==> config.mk <==
export PLATFORM = sky130hd
export DESIGN_NAME = rlwe_vmem_seq
export DESIGN_NICKNAME = d
export VERILOG_FILES = /design/src/rtl/rlwe_vmem_pkg.sv /design/src/rtl/rlwe_vmem_addr_gen.sv /design/src/rtl/rlwe_vmem_seq.sv
export SDC_FILE = /design/constraint.sdc
export NUM_CORES = 1
export LEC_CHECK = 0
export CAP_MARGIN = 20
export CORE_AREA = 2 2 237 239
export CTS_BUF_LIST = sky130_fd_sc_hd__clkbuf_2 sky130_fd_sc_hd__clkbuf_4 sky130_fd_sc_hd__clkbuf_8
export DETAILED_ROUTE_END_ITERATION = 10
export DIE_AREA = 0 0 239 241
export GPL_TIMING_DRIVEN = 0
export PLACE_DENSITY_LB_ADDON = 0.12
export RECOVER_POWER = 50
export SLEW_MARGIN = 20
export SYNTH_ARGS = -nofsm -noshare
export SYNTH_HDL_FRONTEND = slang
export SYNTH_SLANG_ARGS = --single-unit
==> constraint.sdc <==
create_clock -name clk -period 5.3 [get_ports clk]
set_input_delay 0.795 -clock clk [delete_from_list [all_inputs] [get_ports clk]]
set_output_delay 0.795 -clock clk [all_outputs]
set_load 0.01 [all_outputs]
==> src/rtl/rlwe_vmem_pkg.sv <==
// Shared types and constants for the RLWE vector-memory sequencer: FSM states,
// DMEM command/width/response encodings and the per-coefficient byte size.
package rlwe_vmem_pkg;

  typedef enum logic [1:0] {
    ST_IDLE  = 2'd0,
    ST_ISSUE = 2'd1,
    ST_WAIT  = 2'd2
  } fsm_e;

  typedef enum logic [1:0] {
    RESP_IDLE   = 2'd0,
    RESP_RDY_OK = 2'd1,
    RESP_RDY_ER = 2'd2
  } dmem_resp_e;

  typedef enum logic {
    CMD_RD = 1'b0,
    CMD_WR = 1'b1
  } dmem_cmd_e;

  typedef enum logic [1:0] {
    WIDTH_BYTE   = 2'd0,
    WIDTH_HALF   = 2'd1,
    WIDTH_WORD   = 2'd2,
    WIDTH_VECTOR = 2'd3
  } dmem_width_e;

  localparam int unsigned COEF_BYTES = 4;
  localparam int unsigned IDX_W      = 7;

  function automatic int unsigned beat_bytes(input int unsigned lane);
    return lane * COEF_BYTES;
  endfunction

endpackage

==> src/rtl/rlwe_vmem_addr_gen.sv <==
// Beat counter, last-beat detect and DMEM address adder for rlwe_vmem_seq.
// The address wraps naturally modulo 2^AWIDTH.
module rlwe_vmem_addr_gen
  import rlwe_vmem_pkg::*;
#(
  parameter int unsigned LANE   = 4,
  parameter int unsigned AWIDTH = 32
) (
  input  logic              clk,
  input  logic              rst_n,
  input  logic              clear,
  input  logic              step,
  input  logic [AWIDTH-1:0] base,
  input  logic [7:0]        len,
  output logic [IDX_W-1:0]  idx,
  output logic              last,
  output logic [AWIDTH-1:0] addr
);

  localparam int unsigned SHIFT = $clog2(beat_bytes(LANE));

  always_ff @(posedge clk or negedge rst_n) begin
    if (!rst_n) begin
      idx <= '0;
    end else if (clear) begin
      idx <= '0;
    end else if (step) begin
      idx <= idx + IDX_W'(1);
    end
  end

  assign last = ({1'b0, idx} == (len - 8'd1));
  assign addr = base + (AWIDTH'(idx) << SHIFT);

endmodule

==> src/rtl/rlwe_vmem_seq.sv <==
// Polynomial load/store sequencer between the vector register file and DMEM.
// Optional stall counter output enabled by defining RLWE_VMEM_SEQ_PERF_EN.
//
// state    | meaning
// ST_IDLE  | waiting for a request; legality checked here
// ST_ISSUE | DMEM request held until acknowledged
// ST_WAIT  | waiting for the DMEM response of the current beat
module rlwe_vmem_seq
  import rlwe_vmem_pkg::*;
#(
  parameter int unsigned LANE      = 4,
  parameter int unsigned MAX_BEATS = 128,
  parameter int unsigned AWIDTH    = 32
) (
  input  logic                 clk,
  input  logic                 rst_n,
  input  logic                 exu2seq_req,
  input  logic                 exu2seq_wr,
  input  logic [AWIDTH-1:0]    exu2seq_base,
  input  logic [7:0]           exu2seq_len,
  output logic                 seq2exu_busy,
  output logic                 seq2exu_done,
  output logic                 seq2exu_err,
  output logic [IDX_W-1:0]     seq2vrf_idx,
  input  logic [LANE*32-1:0]   vrf2seq_rdata,
  output logic                 seq2vrf_we,
  output logic [LANE*32-1:0]   seq2vrf_wdata,
  output logic                 seq2dmem_req,
  output logic                 seq2dmem_cmd,
  output logic [1:0]           seq2dmem_width,
  output logic [AWIDTH-1:0]    seq2dmem_addr,
  output logic [LANE*32-1:0]   seq2dmem_wdata,
  input  logic                 dmem2seq_req_ack,
  input  logic [LANE*32-1:0]   dmem2seq_rdata,
  input  logic [1:0]           dmem2seq_resp
`ifdef RLWE_VMEM_SEQ_PERF_EN
  ,
  output logic [31:0]          seq2exu_stall_cnt
`endif
);

  localparam int unsigned ALIGN_W = $clog2(LANE) + 2;

  fsm_e              fsm;
  logic              wr_q;
  logic [AWIDTH-1:0] base_q;
  logic [7:0]        len_q;
  logic              done_q;
  logic              err_q;
  logic [IDX_W-1:0]  idx;
  logic              last;
  logic [AWIDTH-1:0] addr;
  logic              req_legal;
  logic              accept;
  logic              resp_ok;
  logic              resp_er;

  assign req_legal = (exu2seq_base[ALIGN_W-1:0] == '0) &&
                     (exu2seq_len != 8'd0) &&
                     ({24'd0, exu2seq_len} <= 32'(MAX_BEATS));
  assign accept    = (fsm == ST_IDLE) && exu2seq_req && req_legal;
  assign resp_ok   = (fsm == ST_WAIT) && (dmem2seq_resp == RESP_RDY_OK);
  assign resp_er   = (fsm == ST_WAIT) && (dmem2seq_resp == RESP_RDY_ER);

  always_ff @(posedge clk or negedge rst_n) begin
    if (!rst_n) begin
      fsm    <= ST_IDLE;
      wr_q   <= 1'b0;
      base_q <= '0;
      len_q  <= '0;
      done_q <= 1'b0;
      err_q  <= 1'b0;
    end else begin
      done_q <= 1'b0;
      err_q  <= 1'b0;
      case (fsm)
        ST_IDLE: begin
          if (exu2seq_req) begin
            if (req_legal) begin
              wr_q   <= exu2seq_wr;
              base_q <= exu2seq_base;
              len_q  <= exu2seq_len;
              fsm    <= ST_ISSUE;
            end else begin
              err_q <= 1'b1;
            end
          end
        end
        ST_ISSUE: begin
          if (dmem2seq_req_ack) fsm <= ST_WAIT;
        end
        ST_WAIT: begin
          if (resp_ok) begin
            if (last) begin
              fsm    <= ST_IDLE;
              done_q <= 1'b1;
            end else begin
              fsm <= ST_ISSUE;
            end
          end else if (resp_er) begin
            fsm   <= ST_IDLE;
            err_q <= 1'b1;
          end
        end
        default: fsm <= ST_IDLE;
      endcase
    end
  end

  rlwe_vmem_addr_gen #(
    .LANE   (LANE),
    .AWIDTH (AWIDTH)
  ) u_addr_gen (
    .clk   (clk),
    .rst_n (rst_n),
    .clear (accept),
    .step  (resp_ok && !last),
    .base  (base_q),
    .len   (len_q),
    .idx   (idx),
    .last  (last),
    .addr  (addr)
  );

  assign seq2exu_busy   = (fsm != ST_IDLE);
  assign seq2exu_done   = done_q;
  assign seq2exu_err    = err_q;
  assign seq2vrf_idx    = idx;
  assign seq2dmem_req   = (fsm == ST_ISSUE);
  assign seq2dmem_cmd   = (seq2dmem_req && wr_q) ? CMD_WR : CMD_RD;
  // Width only qualifies an active request so the bus reads all-zero when quiet.
  assign seq2dmem_width = seq2dmem_req ? WIDTH_VECTOR : WIDTH_BYTE;
  assign seq2dmem_addr  = addr;
  assign seq2dmem_wdata = (seq2dmem_req && wr_q) ? vrf2seq_rdata : '0;
  assign seq2vrf_we     = resp_ok && !wr_q;
  assign seq2vrf_wdata  = seq2vrf_we ? dmem2seq_rdata : '0;

`ifdef RLWE_VMEM_SEQ_PERF_EN
  always_ff @(posedge clk or negedge rst_n) begin
    if (!rst_n) begin
      seq2exu_stall_cnt <= '0;
    end else if ((fsm == ST_ISSUE) && !dmem2seq_req_ack && (seq2exu_stall_cnt != '1)) begin
      seq2exu_stall_cnt <= seq2exu_stall_cnt + 32'd1;
    end
  end
`endif

endmodule
==> reports/metrics.csv <==
metric,value,unit
async_flop_share,1.00,
status,"finished, violations left",
first_iter_violations,246,
r2r_setup_slack,2.65,ns
r2r-end,base_q[22],
max_stage_delay,0.69,ns
cp_data_required_time,4.51,ns
initial_core_util,0.0883,
vias,7075,
rr_startpoint,fsm[1],
multi_input_area,0.00321,sq mm
ant_nets,0,
tns,0,ns
syn_nets,949,
slew_headroom,-0.885,
ctsHoldBuffers,0,
crit_slowest_cell,clkdlybuf4s50_1,
grt_pass1_vias,7187,
ys.flop_type,dfrtp_1,
core_area,0.0549,sq mm
period_share,0.907,
dr.pass1.iters,4,
cts_made_buffers,5,
drive_above_1_share,0.0192,
crit_arrival,4.01,ns
finalNetCount,1562,
synthesis.area,0.00485,sq mm
violations,"max-capacitance violations, max-slew violations",
fillerInstances,6151,
setup_viol,0,
dp.cells,1946,
cts-root-buf,clkbuf_8,
slew_viol_final,48,
wl_per_cell,23.5,um
clk_path_buf_depth,2,
post_cts_resized,0,
yosysWarnings,0,
overflow,0,
ir_drop,0.000109,V
portBuffers,605,
totalWireLength,46.2,mm
hpwlAfterDp,41.6,mm
antenna_found_initial,39,
io_pins,606,
hold_viol,0,
path_max_fanout,10,
synth_edf_count,0,
insertion_delay,0.33,ns
cts_sinks,52,
rows,86,
cts_tree,built,
crit_start,dmem2seq_resp[1],
grt_first_pass_wirelength,59.7,mm
ys_seq_elements,52,
gp_congestion,0.789,
syn_to_final_growth,145,%
rr_worst_depth,7,
crit_chain,"clkdlybuf4s50_1, nand4bb_1, nor2_1, clkbuf_1, clkbuf_1, and2_1, clkdlybuf4s50_1",
powerDensity,144,mW/mm^2
regArea,0.00130,sq mm
seq_area_frac_synth,0.268,
p_leak,0.00534,uW
hold_path_class,input port to asynchronous set/reset pin,
syn_inst,636,
viasPerCell,3.60,
cp-endpoint,seq2vrf_wdata[54],
dieArea,0.0576,sq mm
worstMarginPinSlew,2.83,ns
post-cts-setup-buffers,0,
end_kind,primary output,
grt_max_degree,48,
clkTransAtPathRegs,0.11,ns
dieWidth,239,um
fin_crit,4.81,ns
yosysUniqueCellTypes,57,
cap_violations,1,
fin_cells,1968,
syn_avg_cell_area,7.62,sq um
htree_levels,2,
grt_setup_unrepaired,no,
fmax,208,MHz
finalClockSkew,0.0104,ns
criticalPathCategory,input port to primary output,
drc,0,
die_height,241,um
grt.total_usage,0.150,
critPathLaunchType,input port,
state kept, by name, indices dropped and copies added, names as in the netlist:
signal	cells
fsm	2
u_addr_gen.idx	7
seq2exu_done	1
base_q	32
seq2exu_err	1
wr_q	1
len_q	8
critical path: cells and delay by family:
kind | cells | cell delay [ns]
buffers and inverters | 4 | 2.13
and+or+nand+nor | 3 | 1.07
worst min-delay path by stage:
| stage | startpoint | cells after the start | endpoint |
|---|---|---|---|
| 5_1_grt | rst_n | 1 | base_q[3] |
| 3_5_place_dp | base_q[1] | 1 | base_q[1] |
| 6_report | rst_n | 1 | wr_q |
| 2_1_floorplan | base_q[0] | 1 | base_q[0] |
| 4_1_cts | rst_n | 1 | wr_q |
| 3_3_place_gp | base_q[9] | 1 | base_q[9] |
kinds of logic after synthesis:
family | Yosys count | share of synthesized area
buf+inv | 71 | 0.0684
compound gates | 30 | 0.0457
xor+xnor | 35 | 0.0632
fa+ha+maj | 10 | 0.0274
flops | 52 | 0.268
simple gates | 425 | 0.498
mux | 13 | 0.0292
Yosys cell counts, types with 5 or more instances:
cell        n  area share
nand2_1    94       0.073
inv_1      11      0.0085
mux2_1      5       0.012
buf_4       6      0.0093
clkbuf_1   47       0.036
ha_1        9       0.023
nor2_1     10      0.0077
nand3_1    12       0.012
a21oi_1     8      0.0083
xor2_1     15       0.027
nor3_1      9      0.0093
and2_1    134        0.17
dfrtp_1    52        0.27
xnor2_1    20       0.036
and3_1    134        0.17
area by class of cell:
| class | instances | share of cell area |
|---|---|---|
| Clock buffer | 6 | 0.00694 |
| Inverter | 11 | 0.00347 |
| Antenna cell | 14 | 0.00295 |
| Sequential cell | 52 | 0.109 |
| Tap cell | 704 | 0.0741 |
| Multi-Input combinational cell | 513 | 0.270 |
| Timing Repair Buffer | 606 | 0.509 |
| Buffer | 60 | 0.0210 |
| Clock inverter | 2 | 0.00326 |
routing by layer:
layer | share of wire | track usage
met1 | 0.36 | 0.161
met2 | 0.54 | 0.289
met4 | 0.018 | 0.0256
met3 | 0.081 | 0.0477
met5 | 0.0017 | 0
layout by cell type (no fill, tap or decap), types with 2 or more instances in the layout:
cell type and n:
a21oi_1 8, a41o_1 2, and2_1 133, and3_1 134, buf_4 4, clkbuf_1 54, clkbuf_4 2, clkbuf_8 6
clkdlybuf4s50_1 506, dfrtp_1 52, diode_2 14, dlygate4sd3_1 98, ha_1 9, inv_1 11, mux2_1 5, mux2_2 4
mux2i_1 4, nand2_1 94, nand3_1 12, nand3b_1 3, nand4_1 4, nor2_1 10, nor2b_1 2, nor3_1 9
nor3b_1 4, nor4_1 4, nor4bb_1 2, o2111ai_1 2, o21ai_0 4, o21bai_1 2, or2_0 2, xnor2_1 20
xor2_1 15
power by group:
group          switching [uW]  internal (uW)
Sequential               88.7            463
Clock                     158            155
Combinational             358            484
Total                     605           1100
metrics by stage:
step / worst slack, ns / util / total power (uW) / hold slack (ns) / cell area, sq um
after global routing: 0.245 / 0.216 / 1840 / 0.374 / 11900
after CTS: 0.357 / 0.217 / 1780 / 0.259 / 11900
after floorplan: 2.43 / - / 881 / 0.455 / 4850
after global placement: 0.472 / 0.215 / 1440 / 0.474 / 11800
final: 0.494 / 0.217 / 1710 / 0.372 / 11900
after detailed placement: 0.368 / 0.215 / 1440 / 0.476 / 11800
Power figures use the tool's default switching activity.
==> variant 1: new RTL, config.mk and constraints unchanged <==
Put one more register stage on the output `seq2exu_err`, cleared by the reset. The value now appears one clock later. The other outputs are not delayed to match.
--- a/src/rtl/rlwe_vmem_seq.sv
+++ b/src/rtl/rlwe_vmem_seq.sv
@@ -125,5 +125,11 @@
   assign seq2exu_busy   = (fsm != ST_IDLE);
   assign seq2exu_done   = done_q;
-  assign seq2exu_err    = err_q;
+  always_ff @(posedge clk or negedge rst_n) begin
+    if (!rst_n) begin
+      seq2exu_err <= '0;
+    end else begin
+      seq2exu_err <= err_q;
+    end
+  end
   assign seq2vrf_idx    = idx;
   assign seq2dmem_req   = (fsm == ST_ISSUE);
Behaviour: not the same (a bounded check fails within 4 cycles, from zero or initial values and one cycle with rst_n low).
==> variant 1 against the original RTL <==
  * Worst setup slack gained 300 ps
  * Area after synthesis down 2.1%
  * Clock power down 17%
  * Global-route usage grew 0.51 points
  * Cell area down 0.85%
  * Via count decreased by 4.7%
  * Total power fell by 2.8%
  * Sequential cell count up 1
  * Sequential share of layout area up 0.31 points
  * Routed wire length increased by 3.0%
  * The flow still finishes with violations (capacitance limit, slew limit)
  * Count of clock-buffer cells in the layout unchanged
==> variant 1: results (changes against the original RTL) <==
| Metric | Value |
|---|---|
| Met3 wire len | `3430 um (-8.6%)` |
| Switching power share of the total | `0.350 (-0.00441)` |
| Met1 Usage GRT | `0.133 (-0.0290)` |
| Slew at the pin with the worst max-slew slack | `1990 ps (-838 ps)` |
| Filler instances | `6115 (-0.59%)` |
| Global-route total usage across every layer | `0.156 (+0.00511)` |
| Final-report max-slew violation count | `33 (-31%)` |
| Depth of the CTS H-tree | `2 (unchanged)` |
| Run status | `finished with violations` |
| Leakage power | `5.25 nW (-1.6%)` |
| Setup Skew | `15.8 ps (+5.42 ps)` |
| Top post-synthesis cells by count | `133 x sky130_fd_sc_hd__and2_1, 130 x sky130_fd_sc_hd__and3_1, 53 x sky130_fd_sc_hd__dfrtp_1` |
| Wire length of the first global-routing pass | `60600 um (+1.5%)` |
| Number of distinct library cells after synthesis | `44 (-23%)` |
| Violations in the final reports | `capacitance limit, slew limit` |
| Sum of met2 wire segment lengths after detailed routing | `28100 um (+13%)` |
| Number of max-cap violations | `1 (unchanged)` |
| Via count of the first global-routing pass | `6867 (-4.5%)` |
| Data arrival time of the critical path | `3720 ps (-290 ps)` |
| Sequential element share of the synthesized area | `0.280 (+0.0112)` |
| Share of layout cells above drive strength 1 | `0.0472 (+0.0280)` |
| Register clock-pin slew on the reported worst setup and hold paths | `90 ps (-20 ps)` |
| IO Port Bufs | `605 (unchanged)` |
| Top cells by area in the synthesized netlist | `sky130_fd_sc_hd__dfrtp_1 28%, sky130_fd_sc_hd__and2_1 18%, sky130_fd_sc_hd__and3_1 17%, sky130_fd_sc_hd__mux2_2 9.0%, sky130_fd_sc_hd__xnor2_1 4.2%` |
| Number of vias per cell | `3.55 (-1.3%)` |
| DRC marker count from the first detailed-route iteration | `228 (-7.3%)` |
| Detailed-route wire length on metal 1 | `13800 um (-17%)` |
| Count of nets after finishing | `1499 (-4.0%)` |
| Highest routed metal layer | `met5` |
| WL per Instance | `25.0 um (+6.6%)` |
| Global placement routability congestion | `0.790 (+0.22%)` |
| Path class of the lowest-slack min-delay path | `register to register` |
| Net count after synthesis | `886 (-6.6%)` |
| Met2 track demand over resource in global routing | `0.321 (+0.0315)` |
| DP Wirelength | `43300 um (+4.2%)` |
[variant 1: changes by cell type in the layout (fill, tap and decap cells not counted), moves of 4 or more]
| cell | change |
|---|---|
| sky130_fd_sc_hd__clkbuf_1 | -4 |
| sky130_fd_sc_hd__mux2_2 | +34 |
| sky130_fd_sc_hd__nand3_1 | +4 |
| sky130_fd_sc_hd__xor2_1 | -4 |
| sky130_fd_sc_hd__clkdlybuf4s50_1 | -11 |
| sky130_fd_sc_hd__nor3b_1 | -4 |
| sky130_fd_sc_hd__mux2_1 | -5 |
| sky130_fd_sc_hd__dlygate4sd3_1 | +11 |
| sky130_fd_sc_hd__nand2_1 | -75 |
| sky130_fd_sc_hd__and3_1 | -4 |
[variant 1: worst max-delay path, delay by kind of cell]
kind | cells | cell delay (ps)
buffers and inverters | 4 | 2070
and+or+nand+nor | 4 | 830
[variant 1: metrics by stage]
| stage | hold WS, ps | area, sq um | worst slack (ps) | util | cells |
|---|---|---|---|---|---|
| 3_3_place_gp | 332 | 11700 | 542 | 0.213 | 1882 |
| 4_1_cts | 342 | 11800 | 522 | 0.215 | 1891 |
| 5_1_grt | 381 | 11800 | 401 | 0.214 | 1894 |
| 2_1_floorplan | 331 | 4740 | 2410 | - | 573 |
| 6_report | 355 | 11800 | 790 | 0.215 | 1902 |
| 3_5_place_dp | 335 | 11700 | 541 | 0.213 | 1883 |
[variant 1: logic make-up after synthesis]
family	count (synthesis)	share of synthesized area
buffers and inverters	64	0.0580
AOI/OAI and AO/OA	33	0.0480
adders and majority gates	10	0.0280
DFF	53	0.280
xor gates and xnor gates	34	0.0628
muxes	40	0.0944
and+or+nand+nor	339	0.429
[variant 1: power by group through the flow]
stage	Combinational [mW]	Clock, mW	Sequential [mW]
after floorplan	0.333	0	0.550
after global placement	0.870	0	0.575
after detailed placement	0.872	0	0.577
after CTS	0.877	0.288	0.568
after global routing	0.908	0.299	0.581
final	0.835	0.259	0.565
[variant 1: worst paths after layout]
kind	start	endpoint	slack [ps]	cells past startpoint
max in group asynchronous	rst_n	base_q[17]	2110	2
worst min register to register	err_q	seq2exu_err	360	0
worst max register to register	len_q[0]	u_addr_gen.idx[6]	2440	9
worst min-delay path	err_q	seq2exu_err	360	0
worst max-delay path	dmem2seq_resp[1]	seq2vrf_wdata[9]	790	8
min in group asynchronous	rst_n	u_addr_gen.idx[1]	720	1
[variant 1: layout make-up]
cell class | count | area share
clock inverters | 2 | 0.00117
well taps | 704 | 0.0747
plain buffers | 55 | 0.0201
diodes | 11 | 0.00233
repair buffers | 606 | 0.513
flip-flops and latches | 53 | 0.112
inverters | 9 | 0.00287
clock buffers | 6 | 0.00700
multi-input cells | 456 | 0.266
==> variant 2: new RTL, same flow settings <==
Without the edit above. The parameter `MAX_BEATS` goes from 128 to 64.
--- a/src/rtl/rlwe_vmem_seq.sv
+++ b/src/rtl/rlwe_vmem_seq.sv
@@ -10,5 +10,5 @@
 #(
   parameter int unsigned LANE      = 4,
-  parameter int unsigned MAX_BEATS = 128,
+  parameter int unsigned MAX_BEATS = 64,
   parameter int unsigned AWIDTH    = 32
 ) (
Behaviour: not the same (a bounded check fails within 4 cycles, from zero or initial values and one cycle with rst_n low).
==> variant 2 against the original RTL <==
  * Largest cell class unchanged
  * Global-route usage down 1.6 points
  * Critical endpoint is now seq2vrf_wdata[98]
  * Sequential cell count unchanged
  * Total power down 18%
  * Cell area down 0.22%
  * Routed wire length down 7.7%
  * Critical path depth up 1
  * Area after synthesis up 0.34%
  * Hold slack better by 130 ps
  * The run still ends with capacitance limit, slew limit left
  * Worst setup slack better by 25 ps
==> variant 2: results (changes against the original RTL) <==
| Metric | Value |
|---|---|
| Run status | `finished with violations` |
| Violations in the final reports | `capacitance limit, slew limit` |
| Largest net degree at the start of global routing | `31 (-35%)` |
| Top cells by area in the synthesized netlist | `sky130_fd_sc_hd__dfrtp_1 27%, sky130_fd_sc_hd__and3_1 17%, sky130_fd_sc_hd__and2_1 17%, sky130_fd_sc_hd__mux2_2 7.4%, sky130_fd_sc_hd__xnor2_1 3.4%` |
| Largest incremental delay on the critical path | `650 ps (-40 ps)` |
| Pre-CTS setup slack | `286 ps (-82.7 ps)` |
| Wire length of the first global-routing pass | `54200 um (-9.3%)` |
| Hold slack final | `506 ps (+133 ps)` |
| Antenna violations before repair | `9 (-77%)` |
| Count of nets after finishing | `1513 (-3.1%)` |
| Number of distinct library cells after synthesis | `52 (-8.8%)` |
| Total Routed Length | `42600 um (-7.7%)` |
| Slew Limit Headroom | `-0.272 (+0.612)` |
| Share of layout cells above drive strength 1 | `0.0483 (+0.0291)` |
| Number of max-cap violations | `1 (unchanged)` |
| Worst setup slack for register-to-register paths | `2860 ps (+210 ps)` |
| Vias | `6694 (-5.4%)` |
| Global-route total usage across every layer | `0.135 (-0.0158)` |
| Sum of met2 wire segment lengths after detailed routing | `20900 um (-16%)` |
| Detailed-route wire length on metal 1 | `15900 um (-4.2%)` |
| Peak supply drop | `0.108 mV (-0.20%)` |
| Setup Skew | `15.0 ps (+4.56 ps)` |
| Global placement routability congestion | `0.841 (+6.6%)` |
| Met3 wire len | `4640 um (+24%)` |
| Leading registers by flop count | `base_q x32, len_q x8, u_addr_gen.idx x7` |
| Net count after synthesis | `900 (-5.2%)` |
| Cell area reported after detailed placement | `11800 sq um (about the same)` |
| Register clock-pin slew on the reported worst setup and hold paths | `130 ps (+20 ps)` |
| Path class of the lowest-slack min-delay path | `register to register` |
| Final-report max-slew violation count | `31 (-35%)` |
| Peak clock frequency supported by timing | `0.209 GHz (+0.52%)` |
| Sequential element share of the synthesized area | `0.268 (-0.000898)` |
| DRC marker count from the first detailed-route iteration | `273 (+11%)` |
| Top post-synthesis cells by count | `136 x sky130_fd_sc_hd__and3_1, 133 x sky130_fd_sc_hd__and2_1, 52 x sky130_fd_sc_hd__dfrtp_1` |
| Leakage power | `5.33 nW (-0.13%)` |
| Data arrival time of the critical path | `3990 ps (-20 ps)` |
| Layout Cells excl Fill | `1910 (-2.9%)` |
| Mean post-synth cell area | `8.29 sq um (+8.7%)` |
| Hold bufs inserted after CTS | `0 (unchanged)` |
| DP Wirelength | `38000 um (-8.6%)` |
-- variant 2: area by class of cell --
type | count | area [sq um]
diodes | 5 | 12.5
plain buffers | 56 | 249
clock buffers | 5 | 68.8
clock inverters | 3 | 26.3
fillers | 6110 | 43000
inverters | 13 | 48.8
multi-input cells | 466 | 3220
flip-flops and latches | 52 | 1300
well taps | 704 | 881
repair buffers | 606 | 6050
-- variant 2: final timing paths --
path | startpoint | to | cells past startpoint
setup / recovery | dmem2seq_resp[0] | seq2vrf_wdata[98] | 8
hold / removal | base_q[0] | base_q[0] | 1
setup reg to reg | len_q[0] | u_addr_gen.idx[5] | 9
hold reg to reg | base_q[0] | base_q[0] | 1
max in group asynchronous | rst_n | fsm[1] | 2
min in group asynchronous | rst_n | base_q[7] | 1
-- variant 2: metal layers --
layer / up-vias / global-route usage
met4: 10 / 0.0335
met1: 3080 / 0.157
li1: 3209 / -
met5: - / 0
met3: 34 / 0.0486
met2: 361 / 0.234
-- variant 2: kinds of logic after synthesis --
family	Yosys count	share of synthesized area
adder cells (fa/ha/maj)	10	0.0273
AND/OR/NAND/NOR	351	0.442
XOR/XNOR	35	0.0630
buffers and inverters	69	0.0638
flip-flops	52	0.268
AO/OA/AOI/OAI	29	0.0424
multiplexers	41	0.0939
-- variant 2: power by group --
part	switching, mW	total, mW	internal (mW)	leakage (nW)
Clock	0.173	0.270	0.0970	0.0423
Sequential	0.0586	0.500	0.441	0.693
Combinational	0.243	0.623	0.379	4.60
